[config.mk]
export PLATFORM = sky130hd
export DESIGN_NAME = bus_arbiter_2to1
export DESIGN_NICKNAME = d
export VERILOG_FILES = /design/src/rtl/bus_arbiter_2to1.sv
export SDC_FILE = /design/constraint.sdc
export NUM_CORES = 1
export LEC_CHECK = 0
export CAP_MARGIN = 20
export CORE_ASPECT_RATIO = 1.25
export CORE_UTILIZATION = 34
export CTS_BUF_LIST = sky130_fd_sc_hd__clkbuf_16
export CTS_CLUSTER_SIZE = 16
export DETAILED_ROUTE_END_ITERATION = 8
export HOLD_SLACK_MARGIN = 0.03
export PLACE_DENSITY = 0.8
export SYNTH_ARGS = -nofsm -noshare
export SYNTH_HDL_FRONTEND = slang
export SYNTH_SLANG_ARGS = --single-unit
[constraint.sdc]
create_clock -name clk -period 2.3 [get_ports clk]
set_input_delay 0.23 -clock clk [delete_from_list [all_inputs] [get_ports clk]]
set_output_delay 0.23 -clock clk [all_outputs]
set_load 0.01 [all_outputs]
[src/rtl/bus_arbiter_2to1.sv]
// Round-robin arbiter that shares one datapath resource between two requesters
// (typically instruction fetch = 0, data access = 1). It owns the select line of
// the shared 2:1 data mux and enforces a hold limit so neither side can starve
// the other.
//
// Ports:
//   clk      - rising-edge clock
//   rst_n    - asynchronous active-low reset
//   req0     - request from requester 0, held high until its transaction ends
//   req1     - request from requester 1
//   done     - one-cycle pulse from the resource: current transaction complete
//   data0    - word from requester 0
//   data1    - word from requester 1
//   grant0   - registered grant to requester 0
//   grant1   - registered grant to requester 1
//   sel      - registered mux select (0 = data0, 1 = data1)
//   data_out - combinational mux output, sel ? data1 : data0
//   busy     - grant0 | grant1
//   timeout  - one-cycle pulse after a grant is force-released by the hold limit
`timescale 1ns / 1ps

module bus_arbiter_2to1 #(
  parameter int unsigned DATA_WIDTH = 16,
  parameter int unsigned MAX_HOLD   = 8,   // 0 disables the hold limit
  parameter int unsigned CNT_WIDTH  = 4    // 2**CNT_WIDTH must exceed MAX_HOLD
) (
  input  logic                  clk,
  input  logic                  rst_n,
  input  logic                  req0,
  input  logic                  req1,
  input  logic                  done,
  input  logic [DATA_WIDTH-1:0] data0,
  input  logic [DATA_WIDTH-1:0] data1,
  output logic                  grant0,
  output logic                  grant1,
  output logic                  sel,
  output logic [DATA_WIDTH-1:0] data_out,
  output logic                  busy,
  output logic                  timeout
);

  typedef enum logic [1:0] {
    StIdle = 2'd0,
    StGnt0 = 2'd1,
    StGnt1 = 2'd2
  } state_e;

  // Counter value on the last permitted cycle of a grant.
  localparam logic [CNT_WIDTH-1:0] HoldLast =
      CNT_WIDTH'((MAX_HOLD == 0) ? 0 : (MAX_HOLD - 1));
  localparam logic HoldEn = (MAX_HOLD != 0);

  state_e               state_q, state_d;
  logic                 last_q, last_d;    // index of the most recently granted requester
  logic                 sel_q, sel_d;
  logic                 timeout_q, timeout_d;
  logic [CNT_WIDTH-1:0] cnt_q, cnt_d;

  logic cur_req;
  logic limit_hit;
  logic release_grant;
  logic new_grant;

  // Round-robin pick: a contended request goes to the side not served last.
  function automatic state_e arbitrate(input logic r0, input logic r1, input logic last);
    state_e pick;
    if (r0 && r1) begin
      pick = last ? StGnt0 : StGnt1;
    end else if (r0) begin
      pick = StGnt0;
    end else if (r1) begin
      pick = StGnt1;
    end else begin
      pick = StIdle;
    end
    return pick;
  endfunction

  always_comb begin
    state_d       = state_q;
    last_d        = last_q;
    sel_d         = sel_q;
    timeout_d     = 1'b0;
    cnt_d         = cnt_q;
    cur_req       = 1'b0;
    limit_hit     = 1'b0;
    release_grant = 1'b0;

    unique case (state_q)
      StIdle: begin
        // done is ignored here; only requests matter.
        state_d = arbitrate(req0, req1, last_q);
      end
      StGnt0, StGnt1: begin
        cur_req       = (state_q == StGnt0) ? req0 : req1;
        limit_hit     = HoldEn && (cnt_q == HoldLast);
        release_grant = done || !cur_req || limit_hit;
        if (release_grant) begin
          // No idle bubble: re-arbitrate on the release cycle itself.
          state_d   = arbitrate(req0, req1, last_q);
          // Only a pure limit release counts as forced; done or an abandoned
          // request on the same cycle make it a normal release.
          timeout_d = limit_hit && !done && cur_req;
        end else begin
          cnt_d = cnt_q + 1'b1;
        end
      end
      default: begin
        state_d = StIdle;
      end
    endcase

    new_grant = (state_d != StIdle) && ((state_q == StIdle) || release_grant);
    if (new_grant) begin
      cnt_d  = '0;
      last_d = (state_d == StGnt1);
      sel_d  = (state_d == StGnt1);
    end else if (state_d == StIdle) begin
      cnt_d = '0;
    end
  end

  always_ff @(posedge clk or negedge rst_n) begin
    if (!rst_n) begin
      state_q   <= StIdle;
      last_q    <= 1'b1;  // requester 0 wins the first contention
      sel_q     <= 1'b0;
      timeout_q <= 1'b0;
      cnt_q     <= '0;
    end else begin
      state_q   <= state_d;
      last_q    <= last_d;
      sel_q     <= sel_d;
      timeout_q <= timeout_d;
      cnt_q     <= cnt_d;
    end
  end

  assign grant0   = (state_q == StGnt0);
  assign grant1   = (state_q == StGnt1);
  assign busy     = grant0 | grant1;
  assign sel      = sel_q;
  assign timeout  = timeout_q;
  assign data_out = sel_q ? data1 : data0;

endmodule

[Word-level counts from Yosys, hierarchy flattened]
Cells that the tools add are included.
Word-level totals
  bits in registers: 9
  latch bits: 0
  RAM bits: 0
  ROM bits: 0
  bits of input ports: 37
  output and inout bits: 21
  logic and storage cells: 42
  memories: 0
Cells by class
  $add $sub $neg: 1
  multipliers: 0
  divide/modulo/power cells: 0
  magnitude comparators: 0
  equal/unequal tests: 5
  shifts and indexed selects: 0
  mux-type cells: 15
  bitwise operators: 1
  reduce and logical (&&, ||, !) cells: 15
Operator list (number)
  16-bit two-way mux: 1
  4-bit two-way mux: 4
  2-bit two-way mux: 5
  4-bit by 1-bit adder with 4-bit output, second input constant: 1
  2-bit equality test, second input constant: 2
  4-bit by 3-bit equality test with 1-bit output, second input constant: 1
  1-bit logical AND: 4
  2-bit zero test: 2
  1-bit two-way mux: 4
  2-bit one-hot mux with 2 select lines: 1
  1-bit logical OR: 3
  3-bit by 2-bit inequality test with 1-bit output, second input constant: 1
  3-bit nonzero test: 1
  2-bit by 1-bit equality test with 1-bit output, second input constant: 1
  1-bit zero test: 2
  2-bit AND reduction: 1
  2-bit nonzero test: 1
  2-bit OR reduction: 1
  1-bit OR: 1

[Logic depth before layout (Yosys ltp)]
  depth after elaboration: 11
  mapped depth: 7
  mapped depth without buffers: 6

[Worst setup path before layout]
Ideal clock, no wire load.
  path type: register to register
  start: reg state_q[1]
  end: reg cnt_q[0]
  setup time: 0.099 ns
  data arrival time: 2.027 ns
  data required time: 2.201 ns
  slack: 0.173 ns
  stages on the path, launching flop included: 7
  cell sequence: dfrtp_1 > inv_1 > ha_1 > mux2i_2 > or3_4 > or4_4 > a311oi_1
Between the ends
  word-level cells in the longest chain between the ends: 11
  elaborated cells on any way between the ends: 20
  classes of those cells: eq/ne (3); mux (6); reduce/logical (11)
RTL lines
  start, declared: RTL line 53  | state_e state_q, state_d;
  start signal, assigned: RTL line 125  | state_q <= StIdle;
  start signal, assigned: RTL line 131  | state_q <= state_d;
  2-bit by 1-bit equality test with 1-bit output (*)
  net grant0: RTL line 34  | output logic grant0,
  1-bit two-way mux: RTL line 95  | cur_req = (state_q == StGnt0) ? req0 : req1;
  1-bit zero test: RTL line 97  | release_grant = done || !cur_req || limit_hit;
  1-bit logical OR (2 in series): RTL line 97
  2-bit two-way mux: RTL line 98  | if (release_grant) begin
  2-bit one-hot mux with 2 select lines: RTL line 89  | unique case (state_q)
  2-bit nonzero test: RTL line 113  | new_grant = (state_d != StIdle) && ((state_q == StIdle) || release_grant);
  1-bit logical AND: RTL line 113
  3-bit by 2-bit inequality test with 1-bit output (no source line) or 3-bit nonzero test (tied branches)
  2-bit AND reduction (no source line)
  end signal, assigned: RTL line 135  | cnt_q <= cnt_d;
  end, declared: RTL line 57  | logic [CNT_WIDTH-1:0] cnt_q, cnt_d;
Mark *: on every way through the listed nets, which the timed path passes. The rest lies on a longest branch.
A chain may end at the register's enable or synchronous reset.

[Worst setup path in the final report]
  start: reg cnt_q[0]
  end: reg cnt_q[3]
Between the ends
  word-level cells in the longest chain between the ends: 8
  elaborated cells on any way between the ends: 17
  classes of those cells: add/sub (1); eq/ne (2); mux (7); reduce/logical (7)
RTL lines
  4-bit by 3-bit equality test with 1-bit output: RTL line 96  | limit_hit = HoldEn && (cnt_q == HoldLast);
  1-bit logical OR: RTL line 97
  2-bit two-way mux: RTL line 98
  2-bit one-hot mux with 2 select lines: RTL line 89
  2-bit nonzero test: RTL line 113
  1-bit logical AND: RTL line 113
  3-bit by 2-bit inequality test with 1-bit output (no source line) or 3-bit nonzero test (tied branches)
  2-bit AND reduction (no source line)
Several ways; a longest one is shown, not always the timed one. The select of a mux whose other input is x is not followed.

==> metrics.md <==
| Metric | Value |
|---|---|
| Switching Fraction | 37.3% |
| Post-synthesis sequential area ratio | 27.5% |
| Total wire length | 2550 um |
| XOR/XNOR share of the synthesized area | 0% |
| GRT Total Usage | 21.3% |
| Net switching power | 575 uW |
| Max clock buf depth | 2 |
| Number of setup buffers added after CTS | 0 |
| Slew @ Worst Pin | 0.405 ns |
| Crit start category | flip-flop |
| M1 WL | 942 um |
| Power Density | 1010 nW/um^2 |
| Crit path DAT | 2.36 ns |
| Hold buffers post-CTS | 0 |
| Synthesis-stage register bit count | 9 |
| Post-synthesis compound-gate area fraction | 18.7% |
| Ys async rst share | 100% |
| Slew Viols, Final | 0 |
| Fin area | 1520 um^2 |
| CP max FO | 6 |
| Max Cap Viol | 0 |
| Vias per cell | 5.41 |
| Num ports | 58 |
| CTS tree | built |
| Final setup violation count | 0 |
| Yosys Warn Count | 0 |
| Top Layer Used | met4 |
| Setup TNS | 0 ns |
| Post-DP Area | 1440 um^2 |
| Number of global-route vias before repair | 1027 |
| Syn_nets | 127 |
| Initial Util | 36.8% |
| Clock Skew | 0.00123 ns |
| Post-Syn Area | 823 um^2 |
| Pleak | 0.625 nW |
| Number of enable flip-flop cells after synthesis | 0 |
| Main combinational cell family by area after synthesis | multiplexers |
| H-tree depth | 1 |
| Fraction of layout cells with a size suffix above 1 | 20.0% |
| Cells after synthesis | 85 |
| Largest net degree at the start of global routing | 19 |
| Grt ovf | 0 |
| Die Width | 46.0 um |
| Final routed DRC violation total | 0 |
| Cell row count | 19 |
| RSZ-0062 raised after global routing | true |
| First DRT Iteration DRCs | 14 |
| Total power | 1.54 mW |
| Min Tclk post-route | 2.25 ns |
| IO Port Bufs | 57 |
| Final period util | 97.7% |
| First-pass GRT wire length | 4130 um |
| Simple-gate share of the synthesized area | 17.2% |
| Final-layout fill cell count | 181 |
| Post_cts resized | 0 |
| Mux share of post-synthesis cell area | 23.6% |
| Die Y | 57.0 um |
| CTS Buf Count | 3 |
| Die area | 2620 um^2 |
| Main flop type after synthesis | dfrtp_1 |
| Final GP Congestion | 0.786 |
| Dpl ws | 0.0238 ns |
| Final worst slack | 0.0523 ns |
| Clk network pwr share | 19.4% |
| Fin. Hold Viols | 0 |
| CTS root buffer | clkbuf_16 |
| DPL Wire Length | 2120 um |
| Area of the multi-input gates | 552 um^2 |
| Number of nets with antenna violations after routing | 0 |
| Antenna violations before repair | 0 |
| # diodes | 0 |
| Critical Path RT | 2.42 ns |
| Fmax | 0.445 GHz |
| Synthesis-to-layout area growth | 85.0% |
| Wire length on met2 | 1310 um |
| Clock Sinks | 9 |
| Area of the core | 2230 um^2 |
| Logic pwr share | 65.6% |
| Met3 Routed Length | 196 um |
| Clk_lat worst skew | 0.23 ns |
| Adder-Cell Fraction of Synth Area | 7.60% |
| Critical setup path kind | flip-flop to flip-flop |
| Max VDD drop | 0.542 mV |
| Flop pwr share | 15.1% |
| Layout Nets | 188 |
| Sequential Area | 226 um^2 |
| Critical Path End Type | flip-flop |
| 1st-pass router iterations | 4 |
| Avg Cell Area, Syn | 9.69 um^2 |
| Int Power | 968 uW |
| Post-DR wirelength/cell | 14.5 um |
| Via Count | 953 |
| Hold Path Class | primary input to asynchronous set/reset pin |
| Netlist cell types | 35 |
| Slew headroom | 72.3% |
| Clock transition at path regs | 0.04 ns |
| Final Util | 68.1% |
| Status | finished clean |
worst max-delay path: stages (launching register included):
cell and delay [ns]:
dfrtp_1 0.40, ha_1 0.25, and3b_1 0.25, or3_4 0.37, or4_4 0.52, a311oi_1 0.34
sequential cells by signal (all words and copies together) (netlist names):
signal and cells:
cnt_q 4, state_q 2, last_q 1, sel 1, timeout 1
final timing paths:
| kind | depth (start not counted) | from | slack, ns | endpoint |
|---|---|---|---|---|
| max | 5 | cnt_q[0] | 0.05 | cnt_q[3] |
| min | 1 | rst_n | 0.28 | state_q[0] |
| max reg2reg | 5 | cnt_q[0] | 0.05 | cnt_q[3] |
| min reg2reg | 2 | last_q | 0.50 | last_q |
| max in group asynchronous | 1 | rst_n | 1.71 | last_q |
| min in group clk | 2 | last_q | 0.50 | last_q |
through the flow:
stage | hold slack (ns) | cells
after floorplan | -0.0656 | 85
after global placement | 0.474 | 172
after detailed placement | 0.491 | 172
after CTS | 0.301 | 176
after global routing | 0.335 | 176
final | 0.284 | 176
synth_stat cells (2+ instances only):
cell / n / area, um^2
o31ai_1: 2 / 15.0
dfrtp_1: 8 / 200
nor2_1: 2 / 7.51
mux2_2: 16 / 180
nand2b_1: 2 / 12.5
nor4_1: 3 / 18.8
nand2_1: 5 / 18.8
clkbuf_1: 3 / 11.3
inv_1: 7 / 26.3
buf_1: 2 / 7.51
ha_1: 5 / 62.6
a211oi_1: 2 / 15.0
a311oi_1: 4 / 35.0
a32oi_1: 3 / 26.3
layer usage:
| metal | GRT usage (%) | vias to the layer above |
|---|---|---|
| met5 | 0 | - |
| met4 | 11.8 | 0 |
| met3 | 5.70 | 10 |
| met2 | 36.2 | 61 |
| met1 | 22.9 | 434 |
| li1 | - | 448 |
power by group through the flow:
| stage | registers (mW) | logic, mW | clock network, mW |
|---|---|---|---|
| final | 0.233 | 1.01 | 0.299 |
| after detailed placement | 0.232 | 1.01 | 0 |
| after floorplan | 0.230 | 0.569 | 0 |
| after CTS | 0.232 | 1.02 | 0.299 |
| after global routing | 0.237 | 1.09 | 0.309 |
| after global placement | 0.231 | 0.985 | 0 |
kinds of logic after synthesis:
logic type	Yosys count
DFF	9
adders and majority gates	5
and+or+nand+nor	23
muxes	17
buffers and inverters	12
AOI/OAI and AO/OA	19
cell usage in the layout (no fill, tap or decap), types with 3 or more instances in the layout:
cell	synthesis	layout
a311oi_1	4	4
a32oi_1	3	3
buf_4	0	4
clkbuf_16	0	3
clkdlybuf4s50_1	0	57
dfrtp_1	8	8
ha_1	5	5
inv_1	7	8
mux2_2	16	16
nand2_1	5	5
nor4_1	3	3
final cells by class:
class / count / share of cell area (%)
timing repair buffer: 61 / 39.4
multi-input combinational: 64 / 36.2
sequential: 9 / 14.9
clock buffer: 3 / 4.93
tap: 31 / 2.55
inverter: 7 / 1.73
clock inverter: 1 / 0.247
(Power assumes the default switching activity.)
